**config.mk**
```make
export PLATFORM = sky130hd
export DESIGN_NAME = pic_ack_sequencer
export DESIGN_NICKNAME = d
export VERILOG_FILES = /design/src/rtl/pic_ack_sequencer.sv
export SDC_FILE = /design/constraint.sdc
export NUM_CORES = 1
export LEC_CHECK = 0
export CORE_MARGIN = 2
export CORE_UTILIZATION = 45
export DETAILED_ROUTE_END_ITERATION = 8
export PLACE_DENSITY_LB_ADDON = 0.1
export SLEW_MARGIN = 15
export SYNTH_ARGS = -nofsm -noshare
export SYNTH_HDL_FRONTEND = slang
export SYNTH_SLANG_ARGS = --single-unit
```
**constraint.sdc**
```tcl
create_clock -name clk -period 2.6 [get_ports clk]
set_input_delay 0.52 -clock clk [delete_from_list [all_inputs] [get_ports clk]]
set_output_delay 0.52 -clock clk [all_outputs]
set_load 0.05 [all_outputs]
```
**src/rtl/pic_ack_sequencer.sv**
```systemverilog
// -----------------------------------------------------------------------------
// pic_ack_sequencer
//   Interrupt-acknowledge sequencer and scheduler for an 8-input PIC.
//   - Latches synchronised rising edges of ir_in into IRR and applies IMR.
//   - Picks the fixed-priority winner (IR0 highest) and compares it against
//     the in-service ceiling to drive int_out.
//   - Runs the two-pulse INTA handshake. Pulse 1 commits the winner to ISR.
//     Pulse 2 drives the vector {VECTOR_BASE, idx} onto the bus.
//   Optional feature macro: PIC_AEOI_EN. When it is defined, the ISR bit is
//   cleared automatically as the second INTA pulse ends.
//
// Ports
//   clk          system clock; all state changes on the rising edge
//   reset_n      asynchronous active-low reset
//   ir_in[7:0]   raw interrupt request lines (async, active high)
//   inta_n       CPU interrupt acknowledge (async, active low)
//   eoi_wr       1-cycle strobe: non-specific end-of-interrupt
//   imr_wr       1-cycle strobe: load the mask from imr_data
//   imr_data     new mask value (1 = masked)
//   int_out      interrupt request to the CPU
//   vector_out   vector byte; valid while vector_oe = 1
//   vector_oe    data-bus drive enable for vector_out
//   irr_out      interrupt request register
//   isr_out      in-service register
//   imr_out      interrupt mask register
//   busy         1 whenever the acknowledge FSM is not IDLE
// -----------------------------------------------------------------------------
module pic_ack_sequencer #(
  parameter logic [4:0] VECTOR_BASE = 5'h08,
  parameter int         SYNC_STAGES = 2      // legal 2..4
) (
  input  logic       clk,
  input  logic       reset_n,
  input  logic [7:0] ir_in,
  input  logic       inta_n,
  input  logic       eoi_wr,
  input  logic       imr_wr,
  input  logic [7:0] imr_data,
  output logic       int_out,
  output logic [7:0] vector_out,
  output logic       vector_oe,
  output logic [7:0] irr_out,
  output logic [7:0] isr_out,
  output logic [7:0] imr_out,
  output logic       busy
);

`ifdef PIC_AEOI_EN
  localparam bit AEOI_EN = 1'b1;
`else
  localparam bit AEOI_EN = 1'b0;
`endif

  typedef enum logic [1:0] {IDLE, ACK1, WAIT2, ACK2} state_t;

  state_t                      state;
  logic [SYNC_STAGES-1:0]      inta_sync;
  logic [SYNC_STAGES-1:0][7:0] ir_sync;
  logic                        inta_d;
  logic [7:0]                  ir_d;
  logic [7:0]                  irr, isr, imr;
  logic [2:0]                  sel_idx;
  logic                        sel_valid;

  logic       inta_fall, inta_rise;
  logic [7:0] ir_rise;
  logic [7:0] eligible;
  logic [3:0] win_idx, ceil_idx;
  logic       win_ok;
  logic       commit_valid, aeoi_clr;
  logic [7:0] irr_next, isr_next;

  // Synchroniser chains followed by one edge-detect flop. They reset to the
  // inactive level so that leaving reset never produces a false edge.
  // NOTE: every clocked register uses non-blocking assignments. The pipeline
  // stages then all sample their pre-edge values, whatever the statement order.
  always_ff @(posedge clk or negedge reset_n) begin
    if (!reset_n) begin
      inta_sync <= '1;
      inta_d    <= 1'b1;
      ir_sync   <= '0;
      ir_d      <= '0;
    end else begin
      inta_sync <= {inta_sync[SYNC_STAGES-2:0], inta_n};
      inta_d    <= inta_sync[SYNC_STAGES-1];
      ir_sync   <= {ir_sync[SYNC_STAGES-2:0], ir_in};
      ir_d      <= ir_sync[SYNC_STAGES-1];
    end
  end

  assign inta_fall = inta_d & ~inta_sync[SYNC_STAGES-1];
  assign inta_rise = ~inta_d & inta_sync[SYNC_STAGES-1];
  assign ir_rise   = ir_sync[SYNC_STAGES-1] & ~ir_d;

  // Priority resolution. Index 8 means "none" and loses against any real index.
  always_comb begin
    eligible = irr & ~imr;
    win_idx  = 4'd8;
    ceil_idx = 4'd8;
    for (int i = 7; i >= 0; i--) begin
      if (eligible[i]) win_idx  = 4'(i);
      if (isr[i])      ceil_idx = 4'(i);
    end
    win_ok = (win_idx < ceil_idx);
  end

  // Next IRR/ISR values. The order of the statements gives the precedence:
  // an EOI acts on the prior ISR before a same-cycle commit sets a new bit,
  // and a new request edge wins over the commit clearing its IRR bit.
  // NOTE: this block assigns a default to every output first, so no latch is
  // inferred on any path.
  always_comb begin
    commit_valid = (state == IDLE) && inta_fall && win_ok;
    aeoi_clr     = AEOI_EN && (state == ACK2) && inta_rise && sel_valid;

    irr_next = irr;
    if (commit_valid) irr_next[win_idx[2:0]] = 1'b0;
    irr_next = irr_next | ir_rise;

    // isr & (isr - 1) clears the lowest set bit. It leaves 0 unchanged.
    isr_next = eoi_wr ? (isr & (isr - 8'd1)) : isr;
    if (aeoi_clr)     isr_next[sel_idx]      = 1'b0;
    if (commit_valid) isr_next[win_idx[2:0]] = 1'b1;
  end

  // Acknowledge FSM, register file and registered outputs.
  always_ff @(posedge clk or negedge reset_n) begin
    if (!reset_n) begin
      state      <= IDLE;
      irr        <= '0;
      isr        <= '0;
      imr        <= '0;
      sel_idx    <= '0;
      sel_valid  <= 1'b0;
      int_out    <= 1'b0;
      vector_out <= '0;
      vector_oe  <= 1'b0;
    end else begin
      irr <= irr_next;
      isr <= isr_next;
      if (imr_wr) imr <= imr_data;

      // The request drops in the same cycle the FSM leaves IDLE.
      int_out <= (state == IDLE) && !inta_fall && win_ok;

      unique case (state)
        IDLE: if (inta_fall) begin
          state     <= ACK1;
          sel_valid <= win_ok;
          sel_idx   <= win_ok ? win_idx[2:0] : 3'd7;  // spurious -> IR7 vector
        end
        ACK1: if (inta_rise) state <= WAIT2;
        WAIT2: if (inta_fall) begin
          state      <= ACK2;
          vector_out <= {VECTOR_BASE, sel_idx};
          vector_oe  <= 1'b1;
        end
        ACK2: if (inta_rise) begin
          state     <= IDLE;
          vector_oe <= 1'b0;   // vector_out keeps its last value
        end
        default: state <= IDLE;
      endcase
    end
  end

  assign busy    = (state != IDLE);
  assign irr_out = irr;
  assign isr_out = isr;
  assign imr_out = imr;

endmodule

```
* Word level (Yosys, flattened, before mapping)
Index checks and enable logic that the tools add are counted.
** Storage, ports and cells
- Output and inout bits :: 35
- Logic and storage cells :: 80
- Bits of input ports :: 21
- Bits in registers :: 62
** Cells by class
- Equality and inequality tests :: 7
- Reduce and logical (&&, ||, !) cells :: 13
- Add/subtract/negate cells :: 1
- Bitwise operators :: 13
- Magnitude comparators :: 3
- Mux-type cells :: 30
** Operators by type and width (number)
- $mux W4 :: 16
- $and A8 B8 Y8 :: 4
- $mux W8 :: 3
- $not A8 Y8 :: 3
- $or A8 B8 Y8 :: 2
- $mux W2 :: 4
- $ne A2 B2 Y1 const B :: 4
- $pmux W2 S4 :: 1
- $sub A8 B1 Y8 const B :: 1
- $logic_and A1 B1 Y1 :: 5
- $eq A2 B2 Y1 const B :: 2
- $lt A3 B4 Y1 const B :: 1
- $lt A4 B4 Y1 :: 1
- $reduce_and A2 Y1 :: 2
- $reduce_and A4 Y1 :: 1
- $reduce_bool A2 Y1 :: 2
- $demux W1 S3 :: 1
- $ge A3 B1 Y1 const B :: 1
- $mux W1 :: 3
- $mux W3 :: 1
- $reduce_and A3 Y1 :: 1
- $and A1 B1 Y1 :: 2
- $eq A2 B1 Y1 const B :: 1
- $logic_not A2 Y1 :: 1
- 3 further kinds :: 4

* Depth between registers and ports, before layout
Gate-level depths: netlist of run 1.
- Word-level depth :: 18
- Mapped depth :: 9
- Gate-level depth less buffers :: 9

* Least setup slack after synthesis of run 1
Ideal clock, no wire load.
- Kind :: register to register
- Start point :: reg irr[6] (netlist: irr_out[6])
- End point :: reg irr[1] (netlist: irr_out[1])
- Library setup time :: 126 ps
- Setup slack :: -325 ps
- Buffers on the path :: 0
- Required time :: 2474 ps
- Arrival time :: 2799 ps
- Cell stages (with the launch flop) :: 9
- Period minus slack after synthesis :: 2925 ps
- Cells stage by stage :: dfrtp_1 -> nor2b_4 -> nor4_1 -> nor3b_1 -> ha_1 -> a211o_1 -> o21a_1 -> or3_4 -> a221o_1
** Between the ends
- Word-level cells in the longest chain between the ends :: 16
- Elaborated cells on any way between the ends :: 19
- Classes of those cells :: order compare: 3; mux: 10; bitwise: 4; reduce/logical: 2
** RTL lines
- start: declaration :: line 61 : logic [7:0] irr, isr, imr;
- start signal: assignment :: line 139 : irr <= irr_next;
- $and A8 B8 Y8 * :: line 97 : eligible = irr & ~imr;
- $mux W4 * (7 in a row) :: line 101 : if (eligible[i]) win_idx = 4'(i);
- $lt A3 B4 Y1 (not written as such) / $ge A3 B1 Y1 (equally long branches) :: line 117 : if (commit_valid) irr_next[win_idx[2:0]] = 1'b0;
- $logic_and A1 B1 Y1 (not written as such) :: line 117
- $mux W1 (not written as such) :: line 117
- $demux W1 S3 :: line 117
- $not A8 Y8 (no source line)
- $and A8 B8 Y8 (no source line)
- $mux W8 * :: line 117
- $or A8 B8 Y8 * :: line 118 : irr_next = irr_next | ir_rise;
- net irr_next[1] :: line 71 : logic [7:0] irr_next, isr_next;
The timed path passes the listed nets; every way through them passes the cells marked *.
A chain may end at the register's enable or synchronous reset.

* Worst setup path in the final report of run 1
- Start point :: reg irr[7] (netlist: irr_out[7])
- End point :: reg irr[1] (netlist: irr_out[1])
** Between the ends
- Word-level cells in the longest chain between the ends :: 17
- Elaborated cells on any way between the ends :: 20
- Classes of those cells :: order compare: 3; mux: 11; bitwise: 4; reduce/logical: 2
** RTL lines (line)
- $and A8 B8 Y8 * :: 97
- $mux W4 * (8 in a row) :: 101
- $lt A3 B4 Y1 (not written as such) / $ge A3 B1 Y1 (equally long branches) :: 117
- $logic_and A1 B1 Y1 (not written as such) :: 117
- $mux W1 (not written as such) :: 117
- $demux W1 S3 :: 117
- $not A8 Y8 (no source line)
- $and A8 B8 Y8 (no source line)
- $mux W8 * :: 117
- $or A8 B8 Y8 * :: 118
- net irr_next[1] :: 71
Marks and branches as above.

==> results of run 1 <==
layout by cell type (no fill, tap or decap), drive strengths merged, types with 2 or more instances in the layout:
cell type      count
o21a               4
nor2b              9
nor2               7
clkbuf            12
o31ai              2
o221ai             2
nor4               4
clkdlybuf4s50     49
or3                3
dfstp              3
conb               4
o41ai              2
or4                2
mux2              11
inv               15
nand2b             5
dfrtp             59
o2bb2ai            2
a21oi              7
bufinv             3
ha                 8
buf               18
nor3               3
o21ai             25
o22ai              2
mux2i              2
nand2             11
where the power goes:
group	leakage (nW)	internal, mW	total (mW)	switching (mW)
combinational	0.794	0.398	1.07	0.672
sequential	0.713	1.09	1.17	0.0766
clock	0.121	0.662	1.01	0.347
critical path, delay by kind of cell (launching register included):
| kind | cells | cell delay (ns) |
|---|---|---|
| DFF | 1 | 0.41 |
| buffers and inverters | 1 | 0.16 |
| AOI/OAI and AO/OA | 3 | 0.80 |
| adders and majority gates | 1 | 0.26 |
| and+or+nand+nor | 4 | 0.85 |
cells by family after synthesis:
group / Yosys count
adders and majority gates: 8
other: 1
muxes: 13
buffers and inverters: 20
and+or+nand+nor: 51
DFF: 62
AOI/OAI and AO/OA: 55
state kept, by name, indices dropped and copies added (netlist names), 2 cells and up:
| signal | count |
|---|---|
| imr_out | 8 |
| ir_d | 8 |
| sel_idx | 3 |
| irr_out | 8 |
| ir_sync | 16 |
| state | 2 |
| isr_out | 8 |
| inta_sync | 2 |
| vector_out | 4 |
final timing paths:
path	slack (ns)	endpoint	from
min in group clk	0.35	ir_sync[9]$_DFF_PN0_	ir_sync[1]$_DFF_PN0_
worst max-delay path	0.002	irr_out[1]$_DFF_PN0_	irr_out[7]$_DFF_PN0_
worst max register to register	0.002	irr_out[1]$_DFF_PN0_	irr_out[7]$_DFF_PN0_
max in group asynchronous	1.80	imr_out[1]$_DFFE_PN0P_	reset_n
worst min register to register	0.35	ir_sync[9]$_DFF_PN0_	ir_sync[1]$_DFF_PN0_
worst min-delay path	0.19	isr_out[2]$_DFF_PN0_	reset_n
what timing repair did:
| item | CTS | global route |
|---|---|---|
| pin swaps | 4 | 5 |
| hold endpoints to repair | 0 | 0 |
| gates resized for setup | 2 | 17 |
| setup buffers | 3 | 1 |
| endpoints found under the setup margin | 6 | 18 |
routing by layer:
layer  up-vias  share of wire [%]  wire (um)  track usage [%]
met1       862                 44       2280             23.2
li1        895                  -          -                -
met5         -                  0          0                0
met4         0                2.4        126             9.83
met2        59                 48       2520             29.4
met3        12                5.8        303             5.20
through the flow:
stage	setup WS (ns)	area [um^2]	cells	hold WS, ns	utilization, %
finish	0.00202	3600	364	0.192	65.4
global route	-0.104	3600	364	0.233	65.4
CTS	0.0186	3550	363	0.196	64.5
detailed placement	-0.0369	3280	344	0.335	59.6
global placement	0.0382	3280	344	0.332	59.6
floorplan	-0.0831	2610	213	0.224	-
final cells by class:
type                            count  area (um^2)
Tap cell                           72         90.1
Inverter                           15         56.3
Clock inverter                      4         95.1
Timing Repair Buffer               68          648
Fill cell                         448         1900
Multi-Input combinational cell    131         1000
Sequential cell                    62         1570
Clock buffer                       12          145
==> impl_metrics.env, run 1 <==
export IMPL_outcome="finished, final reports clean"
export IMPL_muxShareOfSynthArea_pct=5.62
export IMPL_finClkSkew_ns=0.00766
export IMPL_gr_total_overflow=0
export IMPL_synthAdderAreaFrac_pct=3.91
export IMPL_core_um2=5510
export IMPL_clkLatencyLatePin_ns=0.34
export IMPL_fp_dieW_um=79.4
export IMPL_crit_required_ns=2.81
export IMPL_synth_compound_area_share_pct=14.3
export IMPL_viasPerCell=5.02
export IMPL_start_util_pct=46.5
export IMPL_powerDensity_nw_per_um2=902
export IMPL_synth_most_common_cell="dfrtp_1"
export IMPL_reg2reg_depth=9
export IMPL_rows=27
export IMPL_synth_edf_count=0
export IMPL_drt_pass1_iter_count=5
export IMPL_crit_path_end_kind="register"
export IMPL_path_max_fanout=3
export IMPL_total_power_mw=3.25
export IMPL_h_tree_depth=3
export IMPL_final_hold_violation_count=0
export IMPL_vias=1828
export IMPL_grt_max_degree=37
export IMPL_ys_types=45
export IMPL_num_antenna_cells=0
export IMPL_peakVddDrop_mv=0.508
export IMPL_place_hpwl_mm=3.78
export IMPL_path_class="reg -> reg"
export IMPL_globalplace_congestion=0.800
export IMPL_cp_arrival_ns=2.81
export IMPL_startpoint_type="register"
export IMPL_die_y_um=79.4
export IMPL_grt_pass1_vias=1854
export IMPL_clk_pin_slew_worst_paths_ns=0.06
export IMPL_finalNetCount=316
export IMPL_synth_simple_area_share_pct=11.7
export IMPL_maxSlewHeadroom_pct=59.1
export IMPL_drt_iter0_drc=66
export IMPL_synth_top_family_by_area="compound AO/OA/AOI/OAI gates"
export IMPL_cts_tree="built"
export IMPL_synth_main_ff_cell="dfrtp_1"
export IMPL_synth_top_cells_by_count="59 x dfrtp_1, 24 x o21ai_0, 15 x inv_1"
export IMPL_synth_top_area_cell="dfrtp_1"
export IMPL_synthTopCellsByArea="dfrtp_1 58%, mux2_2 4.8%, o21ai_0 4.7%"
export IMPL_synth_avg_cell_area_um2=12.2
export IMPL_clock_fmax_ghz=0.385
export IMPL_max_stage_delay_ns=0.41
export IMPL_area_growth_pct=40.8
export IMPL_hp_class="in -> async"
export IMPL_cts_sinks=62
export IMPL_leakage_nw=1.63
export IMPL_synthesis_area_um2=2560
export IMPL_drive_above_1_share_pct=26.0
export IMPL_antenna_found_initial=0
export IMPL_syn_inst=210
export IMPL_root_buffer="clkbuf_8"
export IMPL_drc=0
export IMPL_die_area_um2=6310
export IMPL_setup_tns_ns=0
export IMPL_io_pins=56
export IMPL_finalCritPeriodShare_pct=99.9
export IMPL_worst_pin_slew_ns=0.613
export IMPL_ys_seq_elements=62
export IMPL_path_cells="nor2b_4, nor4_4, buf_4, nor3_1, ha_1, a211o_1, o21a_1, or3_4, a221o_1"
export IMPL_drt_total_wl_mm=5.22
export IMPL_ctsHoldBuffers=0
export IMPL_cp_slowest_cell="dfrtp_2"
export IMPL_cts_buffer_depth=2
export IMPL_grt_pass1_wl_mm=8.73
export IMPL_cts_made_buffers=9
export IMPL_drt_antenna_violating_nets=0
export IMPL_synthArstFlopShare_pct=100
export IMPL_yosys_area_top_type_share_pct=57.7
export IMPL_drt_wirelength_per_cell_um=14.3
export IMPL_grt_setup_unrepaired="true"
export IMPL_post_route_min_period_ns=2.60
export IMPL_cap_violations=0
export IMPL_synth_xor_area_share_pct=0
export IMPL_port_buffers=51
export IMPL_grt_util_all_layers_pct=18.6
export IMPL_report_final_slew_viol_count=0
export IMPL_synth_seq_area_share_pct=60.8
export IMPL_setup_viol=0
export IMPL_ys_warnings_count=0
No activity file was read; power rests on OpenSTA's default activity.
==> run 2: changes to the inputs <==
--- a/config.mk
+++ b/config.mk
@@ -11,2 +11,3 @@
 export PLACE_DENSITY_LB_ADDON = 0.1
+export RECOVER_POWER = 50
 export SLEW_MARGIN = 15
--- a/constraint.sdc
+++ b/constraint.sdc
@@ -3,2 +3,2 @@
 set_output_delay 0.52 -clock clk [all_outputs]
-set_load 0.05 [all_outputs]
+set_load 0.1 [all_outputs]
==> run 2 against run 1 <==
Core utilization down 1.3 points. Highest routed layer unchanged. Worst hold slack better by 0.16 ns. Non-clock buffer count up 1. Global-route usage down 0.41 points. Flip-flop and latch count unchanged. Combinational power up 26%. Design area down 2.0%. Power up 5.0%. First-iteration DRC count down 3.0%. Worst setup slack better by 0.023 ns. Sequential share of layout area up 1.7 points. Sequential power about the same.
==> impl_metrics.env, run 2 (synthesis results as in run 1) <==
export IMPL_path_max_fanout=3
export IMPL_final_hold_violation_count=0
export IMPL_globalplace_congestion=0.836
export IMPL_powerDensity_nw_per_um2=967
export IMPL_clkLatencyLatePin_ns=0.34
export IMPL_rows=27
export IMPL_cp_arrival_ns=2.79
export IMPL_reg2reg_depth=8
export IMPL_ctsHoldBuffers=0
export IMPL_setup_viol=0
export IMPL_drt_antenna_violating_nets=0
export IMPL_clock_fmax_ghz=0.388
export IMPL_grt_setup_unrepaired="true"
export IMPL_io_pins=56
export IMPL_leakage_nw=1.62
export IMPL_cap_violations=0
export IMPL_h_tree_depth=3
export IMPL_layout_common_cells="48 x buf_4, 38 x dfrtp_1, 18 x o21ai_0, 15 x inv_1, 15 x dfrtp_2"
export IMPL_place_inst=347
export IMPL_rr_endpoint="irr_out[1]$_DFF_PN0_"
export IMPL_hp_class="reg -> reg"
export IMPL_startpoint_type="register"
export IMPL_stdcell_count=365
export IMPL_outcome="finished, final reports clean"
export IMPL_cts_made_buffers=9
export IMPL_cts_tree="built"
export IMPL_hold_end="ir_sync[9]$_DFF_PN0_"
export IMPL_drt_total_wl_mm=5.18
export IMPL_crit_required_ns=2.82
export IMPL_grt_util_all_layers_pct=18.2
export IMPL_fp_dieW_um=79.4
export IMPL_cts_buffer_depth=2
export IMPL_worst_pin_slew_ns=1.45
export IMPL_viasPerCell=5.12
export IMPL_report_final_slew_viol_count=0
export IMPL_total_power_mw=3.41
export IMPL_drive_above_1_share_pct=41.6
export IMPL_gr_total_overflow=0
export IMPL_fin_util_pct=64.1
export IMPL_die_y_um=79.4
export IMPL_placed_area_um2=3260
export IMPL_core_um2=5510
export IMPL_drt_wirelength_per_cell_um=14.2
export IMPL_start_util_pct=46.5
export IMPL_grt_pass1_vias=1831
export IMPL_finalCritPeriodShare_pct=99.0
export IMPL_design_area_um2=3530
export IMPL_grt_pass1_wl_mm=8.57
export IMPL_root_buffer="clkbuf_8"
export IMPL_finalNetCount=317
export IMPL_r2r_start="irr_out[4]$_DFF_PN0_"
export IMPL_reg2reg_slack_ns=0.03
export IMPL_clk_pin_slew_worst_paths_ns=0.06
export IMPL_regMostFlops="ir_sync"
export IMPL_layout_commonest_cell="buf_4"
export IMPL_grt_max_degree=35
export IMPL_finClkSkew_ns=0.00742
export IMPL_peakVddDrop_mv=0.704
export IMPL_min_delay_start="ir_sync[1]$_DFF_PN0_"
export IMPL_cts_sinks=62
export IMPL_place_hpwl_mm=3.84
export IMPL_drc=0
export IMPL_num_antenna_cells=0
export IMPL_crit_path_end_kind="register"
export IMPL_area_growth_pct=38.0
export IMPL_min_delay_path_depth=0
export IMPL_largest_reg_flops=16
export IMPL_maxSlewHeadroom_pct=3.06
export IMPL_port_buffers=51
export IMPL_path_class="reg -> reg"
export IMPL_die_area_um2=6310
export IMPL_fin_hold_ws_ns=0.351
export IMPL_vias=1870
export IMPL_drt_iter0_drc=64
export IMPL_antenna_found_initial=0
export IMPL_drt_pass1_iter_count=4
export IMPL_post_route_min_period_ns=2.57
run 2: changes by cell type in the layout (fill, tap and decap cells not counted), moves of 4 or more:
cell and delta:
o21ai_1 -4, dlygate4sd3_1 +9, dfrtp_2 +5, buf_4 +32, dfrtp_4 +6, clkdlybuf4s50_1 -39
dfrtp_1 -11
run 2: worst max path at each step:
stage                         startpoint                   end  slack (ns)  cells after the start
global placement    irr_out[4]$_DFF_PN0_  irr_out[1]$_DFF_PN0_       -0.01                      8
floorplan           irr_out[4]$_DFF_PN0_  irr_out[1]$_DFF_PN0_       -0.21                      8
CTS                 irr_out[6]$_DFF_PN0_  irr_out[1]$_DFF_PN0_       -0.04                      8
global route        irr_out[4]$_DFF_PN0_  irr_out[1]$_DFF_PN0_       -0.12                      8
detailed placement  irr_out[4]$_DFF_PN0_  irr_out[1]$_DFF_PN0_       -0.06                      8
finish              irr_out[4]$_DFF_PN0_  irr_out[1]$_DFF_PN0_        0.03                      8
run 2: metrics by stage:
step / setup slack (ns) / setup TNS [ns]
after detailed placement: -0.0576 / -0.203
after global routing: -0.123 / -0.651
after CTS: -0.0393 / -0.0393
after global placement: -0.0136 / -0.0254
after floorplan: -0.210 / -0.425
final: 0.0251 / 0
run 2: worst max-delay path, stage by stage, from the launching register on:
cell and delay, ns:
dfrtp_4 0.47, nor2b_4 0.14, nor4_4 0.28, nor3b_2 0.21, ha_1 0.26, a211o_1 0.28, o21a_1 0.19, or3_4 0.34
a221o_1 0.29
run 2: timing repair:
item                                   CTS  global route
setup buffers                            2             0
cloned                                   0             0
pin swaps                                4             6
setup endpoints to repair                7            20
endpoints found under the hold margin    0             0
resized for setup                        5            12
run 2: layout make-up:
class / instances / area [um^2]
Timing Repair Buffer: 69 / 559
Clock inverter: 3 / 42.5
Sequential cell: 62 / 1600
Multi-Input combinational cell: 131 / 1020
Fill cell: 445 / 1980
Inverter: 15 / 56.3
Clock buffer: 13 / 169
Tap cell: 72 / 90.1
run 2: per-layer routing:
metal / up-vias / wire length [um] / part of all wire (%) / GRT usage (%)
met5: - / 0 / 0 / 0
met4: 0 / 108 / 2.1 / 8.28
met3: 12 / 319 / 6.2 / 6.22
met2: 63 / 2420 / 47 / 28.5
met1: 899 / 2340 / 45 / 22.8
li1: 896 / - / - / -
run 2: report_power, final:
part | switching (mW) | internal, mW | total [mW] | leakage [nW]
logic | 0.973 | 0.381 | 1.35 | 0.815
registers | 0.0764 | 1.10 | 1.18 | 0.702
clock network | 0.363 | 0.520 | 0.883 | 0.106
